<file path="config.mk">
export PLATFORM = sky130hd
export DESIGN_NAME = ram_dma_engine
export DESIGN_NICKNAME = d
export VERILOG_FILES = /design/src/rtl/ram_dma_engine.sv
export SDC_FILE = /design/constraint.sdc
export NUM_CORES = 1
export LEC_CHECK = 0
export CAP_MARGIN = 10
export CORE_MARGIN = 4
export CORE_UTILIZATION = 55
export DETAILED_ROUTE_END_ITERATION = 6
export PLACE_DENSITY_LB_ADDON = 0.25
export SKIP_LAST_GASP = 1
export SYNTH_ARGS = -nofsm -noshare
export SYNTH_HDL_FRONTEND = slang
export SYNTH_SLANG_ARGS = --single-unit
</file>
<file path="constraint.sdc">
create_clock -name CLK -period 7.2 [get_ports CLK]
set_clock_uncertainty 0.05 [all_clocks]
set_input_delay 0.72 -clock CLK [delete_from_list [all_inputs] [get_ports CLK]]
set_output_delay 0.72 -clock CLK [all_outputs]
set_load 0.02 [all_outputs]
</file>
<file path="src/rtl/ram_dma_engine.sv">
// Sequential FILL/COPY initiator for a single-port word RAM.
// One access per cycle; COPY alternates read and write of each word.
module ram_dma_engine #(
   parameter int AW = 12,
   parameter int DW = 16
) (
   input  logic          CLK,
   input  logic          RST_N,
   input  logic          START,
   input  logic          OP,
   input  logic [AW-1:0] SRC,
   input  logic [AW-1:0] DST,
   input  logic [AW-1:0] LEN,
   input  logic [DW-1:0] FILL_VAL,
   input  logic          ABORT,
   output logic          BUSY,
   output logic          DONE,
   output logic          MEM_E,
   output logic          MEM_W,
   output logic          MEM_R,
   output logic [AW-1:0] MEM_ADDR,
   output logic [DW-1:0] MEM_D,
   input  logic [DW-1:0] MEM_Q
);

   typedef enum logic [1:0] {
      S_IDLE,
      S_RD,
      S_WR,
      S_DONE
   } state_t;

   state_t        state, nxt;
   logic          op_q;
   logic [AW-1:0] src_q;
   logic [AW-1:0] dst_q;
   logic [AW-1:0] idx;
   logic [AW-1:0] rem;
   logic [DW-1:0] fill_q;
   logic [DW-1:0] hold;

   always_ff @(posedge CLK or negedge RST_N) begin
      if (!RST_N) begin
         state  <= S_IDLE;
         op_q   <= 1'b0;
         src_q  <= '0;
         dst_q  <= '0;
         idx    <= '0;
         rem    <= '0;
         fill_q <= '0;
         hold   <= '0;
      end else begin
         state <= nxt;
         case (state)
            S_IDLE: begin
               if (START) begin
                  op_q   <= OP;
                  src_q  <= SRC;
                  dst_q  <= DST;
                  rem    <= LEN;
                  fill_q <= FILL_VAL;
                  idx    <= '0;
               end
            end
            S_RD: hold <= MEM_Q;
            S_WR: begin
               idx <= idx + AW'(1);
               rem <= rem - AW'(1);
            end
            default: ;
         endcase
      end
   end

   // Outputs decode purely from registered state, so they hold steady for the whole access cycle.
   always_comb begin
      nxt      = state;
      BUSY     = 1'b0;
      DONE     = 1'b0;
      MEM_E    = 1'b0;
      MEM_W    = 1'b0;
      MEM_R    = 1'b0;
      MEM_ADDR = '0;
      MEM_D    = '0;
      case (state)
         S_IDLE: begin
            if (START) begin
               if (LEN == '0)
                  nxt = S_DONE;
               else if (OP)
                  nxt = S_RD;
               else
                  nxt = S_WR;
            end
         end
         S_RD: begin
            BUSY     = 1'b1;
            MEM_E    = 1'b1;
            MEM_R    = 1'b1;
            MEM_ADDR = src_q + idx;
            nxt      = ABORT ? S_DONE : S_WR;
         end
         S_WR: begin
            BUSY     = 1'b1;
            MEM_E    = 1'b1;
            MEM_W    = 1'b1;
            MEM_ADDR = dst_q + idx;
            MEM_D    = op_q ? hold : fill_q;
            if (ABORT || rem == AW'(1))
               nxt = S_DONE;
            else
               nxt = op_q ? S_RD : S_WR;
         end
         S_DONE: begin
            DONE = 1'b1;
            nxt  = S_IDLE;
         end
         default: nxt = S_IDLE;
      endcase
   end

endmodule

</file>
**Yosys cells after proc, flatten, opt, wreduce, memory -nomap -nowiden**

Cells that the tools add are included.

- Memories: 0
- ROM bits: 0
- Bits in latches: 0
- Bits in registers: 83
- Memory bits (writable): 0

- Reduce and logical (&&, ||, !) cells: 7
- $lt $le $gt $ge: 0
- Multiply operators: 0
- Add/subtract/negate cells: 4
- Equal/unequal tests: 5
- Muxes and demuxes: 18
- Divide/modulo/power cells: 0
- Shift operators: 0
- Bitwise logic cells: 0

Operators with widths:

| kind | number |
|---|---|
| case mux 12 bit (2 select lines) | 3 |
| 2-to-1 mux 16 bit | 2 |
| adder 12 bit | 2 |
| 2-to-1 mux 12 bit | 2 |
| adder 12 x 1 -> 12 bit (second input constant) | 1 |
| == test 12 x 1 -> 1 bit (second input constant) | 1 |
| logical NOT 12 bit | 1 |
| subtractor 12 x 1 -> 12 bit (second input constant) | 1 |
| 2-to-1 mux 2 bit | 5 |
| case mux 2 bit (4 select lines) | 1 |
| 2-to-1 mux 1 bit | 5 |
| == test 2 bit (second input constant) | 2 |
| AND reduction 2 bit | 2 |
| == test 2 x 1 -> 1 bit (second input constant) | 1 |
| logical NOT 2 bit | 1 |
| != test 2 bit (second input constant) | 1 |
| nonzero test 2 bit | 1 |
| OR reduction 2 bit | 1 |
| logical OR 1 bit | 1 |

**Longest topological paths before layout**

- Word-level depth: 4
- Gate-level depth with buffers: 13
- Mapped depth without buffers: 11

**Least setup slack after synthesis**

OpenSTA, ideal clock, no wires.

- Path kind: register to output
- Start: reg state[0]
- End: out MEM_ADDR[11]
- Data required time: 6.430 ns
- Cell stages (with the launch flop): 13
- Data arrival time: 3.375 ns
- Setup slack: 3.055 ns
- Path through: dfrtp_1 -> inv_1 -> ha_1 -> clkbuf_1 -> clkbuf_1 -> buf_2 -> mux2_2 -> ha_1 -> and4_1 -> and3_1 -> a31oi_1 -> a21oi_1 -> nor3b_1

- Longest elaborated chain between the ends: 2
- Elaborated cells between the ends (all ways): 3
- Classes of those cells: eq/ne (2); mux (1)

Ends and longest elaborated chain:

| element | RTL line | text |
|---|---|---|
| start, declared | 33 | `state_t state, nxt;` |
| start signal, assigned | 53 | `state <= nxt;` |
| == test 2 bit / == test 2 x 1 -> 1 bit (equally long branches) | 85 | `case (state)` |
| case mux 12 bit (2 select lines) * | 85 |  |
| end, declared | 21 | `output logic [AW-1:0] MEM_ADDR,` |

Mark *: on every way between the ends. The rest lies on a longest branch, timed or not.

**Worst setup path in the final report**

- Start: reg state[0]
- End: out MEM_ADDR[8]

Same word-level chain as after synthesis.

==> flow_summary.toml <==
[status]
outcome = "finished clean"

[timing]
fin_crit_sh = 0.675
finalCriticalPeriod_ps = 4860
fin_hold_ws_ps = 457
setup_tns_ps = 0
rsz0062_at_grt = "false"
setup_viol = 0
slew_viol_final = 0
hold_violations = 0
max_slew_margin = 0.304
tightestPinTransition_ps = 1040
clock.fmax_mhz = 206

[power_and_ir_drop]
p_per_area_nw_per_um2 = 455
ir_drop_uv = 320
p_leak_nw = 2.50

[die]
core_area_um2 = 8220
initial_core_util = 0.563
ioPinCount = 106
row_count = 33
chipWidth_um = 99.7
die_area_um2 = 9950
die_y_um = 99.7

[critical_path]
required_ps = 6430
crit_path_max_fanout = 42
worstPathArrival_ps = 4090
cp_slowest_stage_delay_ps = 770
path_common_cell = "inv_1"
cp-start-kind = "flop"
cpMaxStageDelayCell = "ha_2"
worstPathCellList = "inv_1 -> ha_2 -> mux2_2 -> ha_1 -> inv_1 -> fa_1 -> nor2b_1 -> o31a_1 -> o2111ai_1 -> a21o_1 -> a21oi_1 -> clkdlybuf4s50_1"
worstSetupEndpointType = "primary output"
critical_path_buf_inv_count = 3
critical-path-top-delay-family = "adder cells"
critical_path_class = "flop to primary output"

[job]
cap_viol_max_count = 0

[cts]
ctsHoldBuffers = 0
cts_inserted_buffers = 9
cts_htree_levels = 3
cts.sinks = 83
postCtsSetupRepairBufs = 0
cts_tree = "built"
clk_latency_ps = 360
clk_path_buf_depth = 2
cts_root_buf = "clkbuf_8"
ctsResizeCount = 0
clk_pin_slew_ps = 90

[placed_design]
gp_congestion = 0.845
port_buffers = 105
dp_hpwl_mm = 7.60

[routing]
drtAntennaViolNets = 0
route.detailed.drc = 0
wl_per_cell_um = 16.7
dr_total_vias = 3622
drt_iter0_drc = 127
dr.pass1.iters = 4
wl_mm = 10.7
routed_via_density = 5.65

[logic_synthesis]
yosysWarnings = 0
ys_seq_elements = 83
seq_area_frac_synth = 0.449
syn-cell-area_um2 = 4630
async_reset_ff_frac = 1.00
synth_ff_type = "dfrtp_1"
synth_top_area_frac = 0.449
syn_area_per_cell_um2 = 10.7
synth_area_leaders = "dfrtp_1, mux2_2, ha_1"
synthCells = 433
synthDistinctLibCells = 50
synth_edf_count = 0
mappedNetlistNets = 525
synth.largest_area_cell = "dfrtp_1"

[grt]
grt_max_degree = 84
grt_pass1_wl_mm = 17.5
grt_util_all_layers = 0.220
grt_pass1_vias = 3717
gr-total-overflow = 0
antenna_found_initial = 0

[final_layout]
n_antenna_cell = 0
drive_gt1_frac = 0.181
layout_common_cells = "clkdlybuf4s50_1, dfrtp_1, mux2_2, nor2_1, a21oi_1"
nNetsFinal = 623
syn2layout_area_growth_pct = 27.9
final_common_cell = "clkdlybuf4s50_1"

[hold_path]
worstHoldPathType = "primary input to asynchronous set/reset pin"
==> state kept, by name (all words and copies together), names as in the netlist <==
register / flops
op_q: 1
fill_q: 16
state: 2
rem: 12
dst_q: 12
src_q: 12
hold: 16
idx: 12
==> worst paths after layout <==
check                              start           to  slack (ps)  depth (start not counted)
worst max-delay path            state[0]  MEM_ADDR[8]        2340                         12
worst min-delay path               RST_N       rem[3]         460                          1
worst max register to register  state[0]      idx[11]        4480                          7
worst min register to register  src_q[3]     src_q[3]         460                          1
max in group asynchronous          RST_N      hold[7]        5950                          1
min in group CLK                src_q[3]     src_q[3]         460                          1
==> cells in the mapped netlist (6+ instances only) <==
| master | number |
|---|---|
| clkbuf_1 | 13 |
| nand2_1 | 26 |
| a21oi_1 | 28 |
| nor2_1 | 31 |
| inv_1 | 13 |
| nand3_1 | 9 |
| xor2_1 | 9 |
| mux2i_1 | 19 |
| o22ai_1 | 7 |
| dfrtp_1 | 83 |
| o21ai_0 | 13 |
| nor3_1 | 6 |
| nor2b_1 | 19 |
| ha_1 | 18 |
| mux2_2 | 70 |
==> through the flow <==
step                setup WS (ps)  power [mW]  area (µm²)  cells   util
finish                       2340        2.70        5920    641  0.721
global route                 2070        2.89        5920    641  0.721
CTS                          2340        2.72        5920    641  0.721
detailed placement           2750        2.40        5750    625  0.699
global placement             2830        2.34        5750    625  0.699
floorplan                    3050        1.86        4630    433      -
==> logic make-up after synthesis <==
logic type | share of synthesized area
DFF | 0.449
and+or+nand+nor | 0.134
buffers and inverters | 0.0292
muxes | 0.211
xor gates and xnor gates | 0.0246
AOI/OAI and AO/OA | 0.0989
adders and majority gates | 0.0530
==> cell type report <==
cell class | instances | area [µm²]
flip-flops and latches | 83 | 2080
inverters | 14 | 52.6
repair buffers | 107 | 1060
clock buffers | 10 | 128
fillers | 652 | 2290
multi-input cells | 316 | 2420
clock inverters | 6 | 48.8
well taps | 105 | 131
==> per-layer routing <==
metal / vias up / GRT usage / part of all wire
li1: 1736 / - / -
met1: 1768 / 0.279 / 0.42
met2: 98 / 0.374 / 0.50
met3: 20 / 0.0351 / 0.054
met4: 0 / 0.0914 / 0.024
met5: - / 0 / 0
==> report_power, final <==
| group | total, mW | switching, mW | internal [mW] |
|---|---|---|---|
| Sequential | 0.846 | 0.166 | 0.679 |
| Combinational | 1.54 | 0.773 | 0.766 |
| Clock | 0.310 | 0.181 | 0.130 |
| Total | 2.70 | 1.12 | 1.57 |
(Power assumes the default switching activity.)
